### src/rtl/if_fetch_unit_pkg.sv
// Shared fetch-stage definitions: state encoding, reset PC, step and bubble.
package if_fetch_unit_pkg;

    typedef enum logic [1:0] {
        S_IDLE,
        S_FETCH,
        S_HOLD,
        S_DISCARD
    } fetch_state_e;

    localparam logic [31:0] RESET_PC_DEF = 32'h0000_0000;
    localparam logic [31:0] PC_STEP_DEF  = 32'd4;
    localparam logic [31:0] NOP          = 32'h0000_0000;

endpackage

### src/rtl/if_fetch_unit.sv
// Instruction fetch stage: PC register, next-PC select and imem handshake.
module if_fetch_unit
    import if_fetch_unit_pkg::*;
#(
    parameter logic [31:0] RESET_PC = RESET_PC_DEF,
    parameter logic [31:0] PC_STEP  = PC_STEP_DEF
) (
    input  logic        clk_i,
    input  logic        rst_i,
    input  logic        start_i,
    input  logic        mem_stall_i,
    input  logic        PCWrite_i,
    input  logic        branch_taken_i,
    input  logic [31:0] branch_target_i,
    output logic        imem_req_o,
    output logic [31:0] imem_addr_o,
    input  logic        imem_ack_i,
    input  logic [31:0] imem_data_i,
    output logic [31:0] pc_o,
    output logic [31:0] instr_o,
    output logic        instr_valid_o,
    output logic        IF_IDflush_o
);

    fetch_state_e state_q, state_n, done_n;
    logic [31:0]  pc_q, pc_n;
    logic [31:0]  addr_q;
    logic [31:0]  buf_q, buf_n;
    logic [31:0]  last_pc_q, last_instr_q;
    logic         last_valid_q;
    logic         valid_c, req_c;
    logic [31:0]  instr_c;

    always_comb begin
        state_n = state_q;
        pc_n    = pc_q;
        buf_n   = buf_q;
        valid_c = 1'b0;
        req_c   = 1'b0;
        instr_c = NOP;
        done_n  = start_i ? S_FETCH : S_IDLE;
        unique case (state_q)
            S_IDLE: begin
                if (start_i) state_n = S_FETCH;
            end
            S_FETCH: begin
                req_c = 1'b1;
                if (imem_ack_i) begin
                    valid_c = 1'b1;
                    instr_c = imem_data_i;
                    if (PCWrite_i) begin
                        pc_n    = pc_q + PC_STEP;
                        state_n = done_n;
                    end else begin
                        buf_n   = imem_data_i;
                        state_n = S_HOLD;
                    end
                end
            end
            S_HOLD: begin
                valid_c = 1'b1;
                instr_c = buf_q;
                if (PCWrite_i) begin
                    pc_n    = pc_q + PC_STEP;
                    state_n = done_n;
                end
            end
            S_DISCARD: begin
                req_c = 1'b1;
                if (imem_ack_i) state_n = done_n;
            end
            default: state_n = S_IDLE;
        endcase
        // A redirect kills whatever this cycle would have presented.
        if (branch_taken_i) begin
            valid_c = 1'b0;
            instr_c = NOP;
            pc_n    = branch_target_i;
            buf_n   = buf_q;
            if (state_q == S_FETCH)
                state_n = imem_ack_i ? done_n : S_DISCARD;
            else if (state_q == S_HOLD)
                state_n = done_n;
        end
    end

    always_ff @(posedge clk_i or negedge rst_i) begin
        if (!rst_i) begin
            state_q      <= S_IDLE;
            pc_q         <= RESET_PC;
            addr_q       <= RESET_PC;
            buf_q        <= NOP;
            last_pc_q    <= '0;
            last_instr_q <= NOP;
            last_valid_q <= 1'b0;
        end else if (!mem_stall_i) begin
            state_q      <= state_n;
            pc_q         <= pc_n;
            buf_q        <= buf_n;
            addr_q       <= (state_n == S_DISCARD) ? addr_q : pc_n;
            last_pc_q    <= pc_q;
            last_instr_q <= instr_c;
            last_valid_q <= valid_c;
        end
    end

    // Stalled cycles replay the last presentation so IF/ID just holds.
    assign imem_req_o    = rst_i & req_c;
    assign imem_addr_o   = rst_i ? addr_q : '0;
    assign pc_o          = !rst_i ? '0 :
                           (mem_stall_i ? last_pc_q : pc_q);
    assign instr_o       = !rst_i ? NOP :
                           (mem_stall_i ? last_instr_q : instr_c);
    assign instr_valid_o = rst_i &
                           (mem_stall_i ? last_valid_q : valid_c);
    assign IF_IDflush_o  = rst_i & ~mem_stall_i &
                           (~valid_c | branch_taken_i);

endmodule
### config.mk
export PLATFORM = sky130hd
export DESIGN_NAME = if_fetch_unit
export DESIGN_NICKNAME = d
export VERILOG_FILES = /design/src/rtl/if_fetch_unit_pkg.sv /design/src/rtl/if_fetch_unit.sv
export SDC_FILE = /design/constraint.sdc
export NUM_CORES = 1
export LEC_CHECK = 0
export ABC_CLOCK_PERIOD_IN_PS = 6930
export BUFFER_PORTS_ARGS = -buffer_cell sky130_fd_sc_hd__buf_4
export CORE_MARGIN = 8
export CORE_UTILIZATION = 60
export CTS_BUF_LIST = sky130_fd_sc_hd__clkbuf_4 sky130_fd_sc_hd__clkbuf_8 sky130_fd_sc_hd__clkbuf_16
export CTS_CLUSTER_DIAMETER = 100
export CTS_CLUSTER_SIZE = 25
export DETAILED_ROUTE_END_ITERATION = 7
export PLACE_DENSITY = 0.86
export SLEW_MARGIN = 30
export SYNTH_ARGS = -nofsm -noshare
export SYNTH_HDL_FRONTEND = slang
export SYNTH_SLANG_ARGS = --single-unit
### constraint.sdc
create_clock -name clk_i -period 6.93 [get_ports clk_i]
set_input_delay 0 -clock clk_i [delete_from_list [all_inputs] [get_ports clk_i]]
set_output_delay 0 -clock clk_i [all_outputs]
set_load 0.01 [all_outputs]
Word-level counts from Yosys, hierarchy flattened --
Cells that the tools add are included.
Storage, ports and cells: register bits after elaboration 163, input bits 71, output and inout bits 99, logic and storage cells 54
Operators by class: add/subtract/negate cells 1, equality and inequality tests 4, multiplexer cells 28, bitwise gates (word level) 10, reductions and logical operators 4
Operators by type and width (count):
- $mux 32 | 10
- $pmux 32 s2 | 2
- $add 32x3->32 const B | 1
- $mux 2 | 9
- $pmux 2 s4 | 1
- $eq 2x2->1 const B | 3
- $mux 1 | 5
- $not 1->1 | 5
- $reduce_and 5->1 | 1
- $and 1x1->1 | 4
- $eq 2x1->1 const B | 1
- $logic_not 2->1 | 1
- $pmux 1 s2 | 1
- $reduce_and 2->1 | 1
- $reduce_or 2->1 | 1
- $or 1x1->1 | 1

Logic depth before layout (Yosys ltp) --
Gate-level depths: netlist of run 1.
depth after elaboration 10, gate-level depth with buffers 11, mapped depth without buffers 7

Worst setup path after synthesis of run 1 --
Ideal clock, no wire load.
kind reg2reg, from register state_q[1], to register addr_q[15], library setup time 0.128 ns, arrival 2.286 ns, required time 6.802 ns, setup slack 4.516 ns, stages on the path, launching flop included 11, path buffers 3, clock period less this slack 2.414 ns, cell sequence dfrtp_1 inv_1 ha_1 buf_2 a21o_1 a211o_1 a221oi_2 a21o_1 buf_4 buf_6 mux2_1
Between the ends: word-level cells in the longest chain between the ends 8, elaborated cells on any way between the ends 17, those cells by class eq/ne: 4; mux: 10; bitwise: 1; reduce/logical: 2
RTL lines:
- start, declared | line if_fetch_unit.sv:25 | fetch_state_e state_q, state_n, done_n;
- start signal, assigned | line if_fetch_unit.sv:97 | state_q <= state_n;
- $eq 2x2->1, or another cell as far along | line if_fetch_unit.sv:42 | unique case (state_q)
- $pmux 2 s4 | line if_fetch_unit.sv:42
- $mux 2 | line if_fetch_unit.sv:82 | else if (state_q == S_HOLD)
- $mux 2 | line if_fetch_unit.sv:80 | if (state_q == S_FETCH)
- $mux 2 | line if_fetch_unit.sv:75 | if (branch_taken_i) begin
- $eq 2x2->1 | line if_fetch_unit.sv:100 | addr_q <= (state_n == S_DISCARD) ? addr_q : pc_n;
- $not 1->1 (no line)
- $reduce_and 2->1 (no line)
- end signal, assigned | line if_fetch_unit.sv:100
- end, declared | line if_fetch_unit.sv:27 | logic [31:0] addr_q;
Several ways; a longest one is shown, not always the timed one. A chain may end at the register's enable or synchronous reset.

Worst setup path in the final report of run 1 --
from register state_q[0], to register addr_q[1]
The elaborated chain is that of the path after synthesis.

==> flow_metrics.tcl, run 1 <==
set metrics [dict create \
    outcome "complete, no violations" \
    drt_wl_total_um 26000 \
    worstPathMaxFanout 20 \
    initialDrtViolationCount 762 \
    cts.sinks 163 \
    worstReg2RegEnd "addr_q[1]" \
    cts_buffers 17 \
    start_kind "register" \
    drc_errors 0 \
    synthFlopType "dfrtp_1" \
    hold_viol_final 0 \
    power.static_leakage_nw 4.99 \
    grt_usage 0.283 \
    power.density_nw_per_um2 349 \
    max_freq_mhz 256 \
    vias 7769 \
    nets 1119 \
    layout_common_cells "174 x buf_4, 163 x dfrtp_1, 103 x and2_1, 75 x mux2_2, 75 x nand2_1" \
    vdd_drop_max_mv 0.268 \
    required_ps 7240 \
    hpwl_um 15900 \
    fp.dieH_um 136 \
    root_buffer "clkbuf_16" \
    fill_cells 833 \
    yosysWarnings 0 \
    async_flop_share 1.00 \
    endpoint_kind "register" \
    clock_skew_ps 9.51 \
    dp_slack_ps 2820 \
    cts.clk_slew.worst_paths_ps 70 \
    synth_cell_type_count 59 \
    fin_setup_tns_ps 0 \
    setup_viol 0 \
    yosysSeqAreaShare 0.475 \
    setup_ws_ps 3030 \
    htreeDepth 4 \
    path_common_cell "a21o_1" \
    multiInputGateArea_um2 4140 \
    core_area_um2 13900 \
    drive_gt1_frac 0.277 \
    die_x_um 136 \
    crit_path_top_delay_cell "a21o_1" \
    fin_area_um2 11100 \
    clock_path_buffers 2 \
    fp.dieArea_um2 18400 \
    reg2reg_from "state_q[0]" \
    grt.overflow.total 0 \
    grt_pass1_wl_um 41300 \
    worstSetupStartpoint "state_q[0]" \
    tritoncts "yes" \
    rr_worst_depth 8 \
    hp-class "input port to register" \
    num_rows 43 \
    rsz0062_at_grt "false" \
    grt_util_met1 0.355 \
    post_dp_cell_area_um2 9840 \
    grt_max_degree 103 \
    gr-usage-met2 0.452 \
    antenna_cells 0 \
    path_class "register to register" \
    syn_inst 860 \
    portBuffers 169 \
    firstDrtPassIters 7 \
    relSlewSlack 0.468 \
    finalMaxSlewViolations 0 \
    max_cap_viol_count 0 \
    syn-cell-area_um2 8590 \
    min_period_ps 3900 \
    worstMarginPinSlew_ps 798 \
    rrSetupSlack_ps 3030 \
    grt_pass1_vias 7931 \
    mostFrequentLayoutCell "buf_4" \
    area_growth_pct 29.1 \
    use_met3 0.0679 \
    finish.utilization 0.796 \
    regArea_um2 4080 \
    initial_core_util 0.617 \
    synth_fp_nets 936 \
    endpoint "addr_q[1]" \
    ios 170 \
    postCtsSetupBuffers 0 \
    avgSynthCellArea_um2 9.99 \
    clk_latency_ps 430 \
    antenna_left 0 \
    busiest_layer "met2" \
    period_share 0.563 \
    cp_data_arrival_time_ps 4220 \
    antenna_found_initial 0 \
    cp_slowest_stage_delay_ps 540 \
    vias_per_cell 6.29 \
    globalplace.congestion 0.908 \
    path_cells "inv_1 -> ha_1 -> a21o_1 -> a211o_1 -> a221oi_2 -> a21o_1 -> buf_4 -> mux2_2" \
    ys_ff_latch 163 \
    synth_edf_count 0 \
    wl_per_cell_um 21.0 \
]
==> metal layers <==
| layer | vias up | wire length, µm |
|---|---|---|
| li1 | 3481 | - |
| met1 | 3774 | 9980 |
| met2 | 435 | 12700 |
| met3 | 79 | 2260 |
| met4 | 0 | 1010 |
| met5 | - | 0 |
==> Yosys cell counts (all sizes together) (6+ instances only) <==
master | n | share of area
a31oi | 27 | 0.020
nor2 | 12 | 0.0052
o31ai | 6 | 0.0052
nand3 | 18 | 0.010
mux2 | 85 | 0.11
nand2 | 76 | 0.033
o21ai | 73 | 0.043
a211oi | 13 | 0.011
mux2i | 10 | 0.012
and3 | 12 | 0.0087
nor4 | 11 | 0.0087
a22oi | 35 | 0.031
a21o | 11 | 0.0096
dfrtp | 163 | 0.47
buf | 14 | 0.0098
a21oi | 17 | 0.0099
clkbuf | 59 | 0.026
and4 | 7 | 0.0071
nor3 | 6 | 0.0035
inv | 19 | 0.0083
nand4 | 16 | 0.012
and2 | 103 | 0.075
==> logic make-up after synthesis <==
| kind of cell | share of synthesized area |
|---|---|
| flops | 0.475 |
| compound gates | 0.169 |
| fa+ha+maj | 0.00728 |
| mux | 0.123 |
| xor+xnor | 0.00408 |
| buf+inv | 0.0446 |
| simple gates | 0.177 |
==> power breakdown <==
part / switching (mW) / internal (mW) / leakage (nW)
logic: 0.753 / 0.614 / 2.66
registers: 0.252 / 1.27 / 2.04
clock network: 0.400 / 0.580 / 0.293
total: 1.40 / 2.46 / 4.99
==> worst max-delay path, delay by kind of cell, from the launching register on <==
family | cells | cell delay (ps)
buffers and inverters | 2 | 510
adders and majority gates | 1 | 490
muxes | 1 | 390
AOI/OAI and AO/OA | 4 | 1970
DFF | 1 | 430
==> per-stage QoR <==
stage | std cells | hold WS, ps | total power, mW
finish | 1236 | 13.0 | 3.87
global route | 1236 | 12.1 | 4.06
detailed placement | 1143 | -1.48 | 2.79
global placement | 1143 | 4.83 | 2.73
CTS | 1234 | 10.2 | 3.82
floorplan | 860 | -296 | 2.33
==> flip-flops by register name (all words and copies together) (netlist names) <==
name and cells:
buf_q 32, last_instr_q 32, last_valid_q 1, addr_q 32, state_q 2, last_pc_q 32, pc_q 32
==> area by class of cell <==
cell class / count / area share
inverter: 20 / 0.00677
sequential: 163 / 0.368
clock inverter: 14 / 0.0161
multi-input combinational: 604 / 0.373
timing repair buffer: 237 / 0.176
tap: 180 / 0.0203
clock buffer: 18 / 0.0396
==> worst min path at each step <==
| stage | start | end | slack, ps | cells after the start |
|---|---|---|---|---|
| finish | branch_target_i[14] | addr_q[14] | 10 | 4 |
| global route | branch_target_i[14] | addr_q[14] | 10 | 4 |
| CTS | branch_target_i[14] | addr_q[14] | 10 | 4 |
| detailed placement | rst_i | last_pc_q[6] | -1 | 1 |
| global placement | rst_i | last_pc_q[6] | 5 | 1 |
| floorplan | rst_i | addr_q[0] | -300 | 0 |
==> timing repair <==
item / 4_1_cts / 5_1_grt
hold buffers: 59 / 0
gates resized for setup: 0 / 0
endpoints found under the hold margin: 151 / 0
setup endpoints to repair: 0 / 0
Note: power is estimated with default switching activity, not from simulation.
==> run 2: changes to the inputs <==
--- a/config.mk
+++ b/config.mk
@@ -5,15 +5,15 @@
 export SDC_FILE = /design/constraint.sdc
 export NUM_CORES = 1
 export LEC_CHECK = 0
-export ABC_CLOCK_PERIOD_IN_PS = 6930
+export ABC_CLOCK_PERIOD_IN_PS = 3380
 export BUFFER_PORTS_ARGS = -buffer_cell sky130_fd_sc_hd__buf_4
 export CORE_MARGIN = 8
-export CORE_UTILIZATION = 60
+export CORE_UTILIZATION = 50
 export CTS_BUF_LIST = sky130_fd_sc_hd__clkbuf_4 sky130_fd_sc_hd__clkbuf_8 sky130_fd_sc_hd__clkbuf_16
 export CTS_CLUSTER_DIAMETER = 100
 export CTS_CLUSTER_SIZE = 25
 export DETAILED_ROUTE_END_ITERATION = 7
-export PLACE_DENSITY = 0.86
+export PLACE_DENSITY = 0.76
 export SLEW_MARGIN = 30
 export SYNTH_ARGS = -nofsm -noshare
 export SYNTH_HDL_FRONTEND = slang
==> constraint.sdc (replaced) <==
create_clock -name clk_i -period 3.38 [get_ports clk_i]
set_input_delay 0 -clock clk_i [delete_from_list [all_inputs] [get_ports clk_i]]
set_output_delay 0 -clock clk_i [all_outputs]
set_load 0.01 [all_outputs]
==> run 2 against run 1 <==
  * Setup slack worse by 2600 ps
  * Flip-flop and latch count stayed put
  * Total power is 99% higher
  * Core utilization is 14 points lower
  * Via count is 4.4% lower
  * Worst hold slack better by 20 ps
  * Clock power is 93% higher
  * Critical path depth is 2 higher
  * Routed wire length is 7.2% lower
  * Global-route usage is 5.7 points lower
  * Count of clock-buffer cells in the layout stayed put
==> flow_metrics.tcl, run 2 (same netlist as run 1, synthesis figures left out) <==
set metrics [dict create \
    mostFrequentLayoutCell "buf_4" \
    clk_latency_ps 430 \
    initial_core_util 0.504 \
    comb_power_share 0.355 \
    grt.overflow.total 0 \
    wl_per_cell_um 18.6 \
    setup_viol 0 \
    vias 7426 \
    max_cap_viol_count 0 \
    fill_cells 1379 \
    antenna_found_initial 0 \
    power.switching_mw 2.72 \
    cp_slowest_stage_delay_ps 430 \
    firstDrtPassIters 6 \
    cts_buffers 17 \
    hold_viol_final 0 \
    num_rows 48 \
    finalMaxSlewViolations 0 \
    path_cells "inv_1 -> ha_1 -> buf_4 -> mux2_2 -> a32oi_1 -> a221oi_2 -> buf_4 -> a21o_1 -> buf_4 -> mux2_2" \
    fp.dieH_um 147 \
    grt_usage 0.225 \
    rsz0062_at_grt "false" \
    drt_wl_total_um 24100 \
    vias_per_cell 5.74 \
    p_sw_frac 0.352 \
    outcome "complete, no violations" \
    initialDrtViolationCount 519 \
    pwr-share-seq 0.400 \
    grt_pass1_wl_um 39600 \
    endpoint_kind "register" \
    clock_skew_ps 9.27 \
    min_period_ps 2920 \
    fin_setup_tns_ps 0 \
    fp.dieArea_um2 21600 \
    power.density_nw_per_um2 689 \
    cts.sinks 163 \
    required_ps 3690 \
    clkPwrFrac 0.245 \
    path_common_cell "buf_4" \
    antenna_left 0 \
    worstMarginPinSlew_ps 823 \
    cp_data_arrival_time_ps 3230 \
    path_class "register to register" \
    stdcell_count 1293 \
    area_growth_pct 30.2 \
    drive_gt1_frac 0.281 \
    nets 1132 \
    htreeDepth 4 \
    grt_pass1_vias 7617 \
    vdd_drop_max_mv 0.477 \
    placed_cells 1201 \
    crit_path_top_delay_cell "dfrtp_1" \
    die_x_um 147 \
    clock_path_buffers 2 \
    max_freq_mhz 342 \
    root_buffer "clkbuf_16" \
    core_area_um2 17100 \
    globalplace.congestion 0.870 \
    p_int_mw 5.00 \
    period_share 0.864 \
    hp-class "input port to register" \
    worstPathMaxFanout 34 \
    drc_errors 0 \
    critPathBufInv 4 \
    antenna_cells 0 \
    layout_common_cells "187 x buf_4, 163 x dfrtp_1, 103 x and2_1, 76 x nand2_1, 75 x mux2_2" \
    cts.clk_slew.worst_paths_ps 60 \
    cp_top_family "buffers and inverters" \
    relSlewSlack 0.452 \
    hpwl_um 16100 \
    ios 170 \
    start_kind "register" \
    portBuffers 169 \
    grt_max_degree 115 \
    tritoncts "yes" \
    power.static_leakage_nw 5.04 \
]
-- run 2: what timing repair did --
| action | in CTS | in global routing |
|---|---|---|
| hold endpoints to repair | 184 | 0 |
| hold buffers | 61 | 0 |
| setup buffers | 0 | 0 |
| resized for setup | 0 | 0 |
-- run 2: worst reg2reg max path, delay by kind of cell (launching register included) --
kind / cells / cell delay, ps
buffers and inverters: 4 / 1030
multiplexers: 2 / 610
AO/OA/AOI/OAI: 3 / 460
flip-flops: 1 / 430
adder cells (fa/ha/maj): 1 / 280
-- run 2: final timing paths --
kind,end,from,slack (ps),cells after the start
hold / removal,pc_q[27],branch_target_i[27],30,5
hold reg to reg,last_pc_q[20],last_pc_q[20],490,2
max in group asynchronous,last_pc_q[0],rst_i,2380,3
min in group asynchronous,last_pc_q[9],rst_i,200,2
setup reg to reg,addr_q[0],state_q[0],460,10
setup / recovery,addr_q[0],state_q[0],460,10
-- run 2: layout make-up --
type / count / area [µm²] / area share
multi-input combinational: 604 / 4130 / 0.369
sequential: 163 / 4080 / 0.365
timing repair buffer: 250 / 2050 / 0.183
clock buffer: 18 / 439 / 0.0393
tap: 225 / 282 / 0.0252
clock inverter: 13 / 135 / 0.0121
inverter: 20 / 75.1 / 0.00671
-- run 2: metrics by stage --
stage,hold WS [ps],area [µm²],util,power [mW],setup WS (ps)
2_1_floorplan,-296,8590,-,4.78,966
6_report,32.9,11200,0.656,7.71,460
3_5_place_dp,137,10000,0.586,5.79,488
3_3_place_gp,141,10000,0.586,5.69,559
4_1_cts,13.6,11200,0.656,7.74,473
5_1_grt,81.6,11200,0.656,8.20,305
-- run 2: layer usage --
layer  wire, µm  GRT usage  part of all wire
met3       1980     0.0775             0.082
met1      10100      0.278              0.42
met5          0          0                 0
met4        432     0.0658             0.018
met2      11600      0.367              0.48
-- run 2: power by group through the flow --
stage,clock (mW),sequential [mW],combinational (mW)
2_1_floorplan,0,2.88,1.90
3_3_place_gp,0,3.07,2.61
3_5_place_dp,0,3.11,2.68
4_1_cts,1.92,3.08,2.75
5_1_grt,2.01,3.17,3.02
6_report,1.89,3.09,2.74
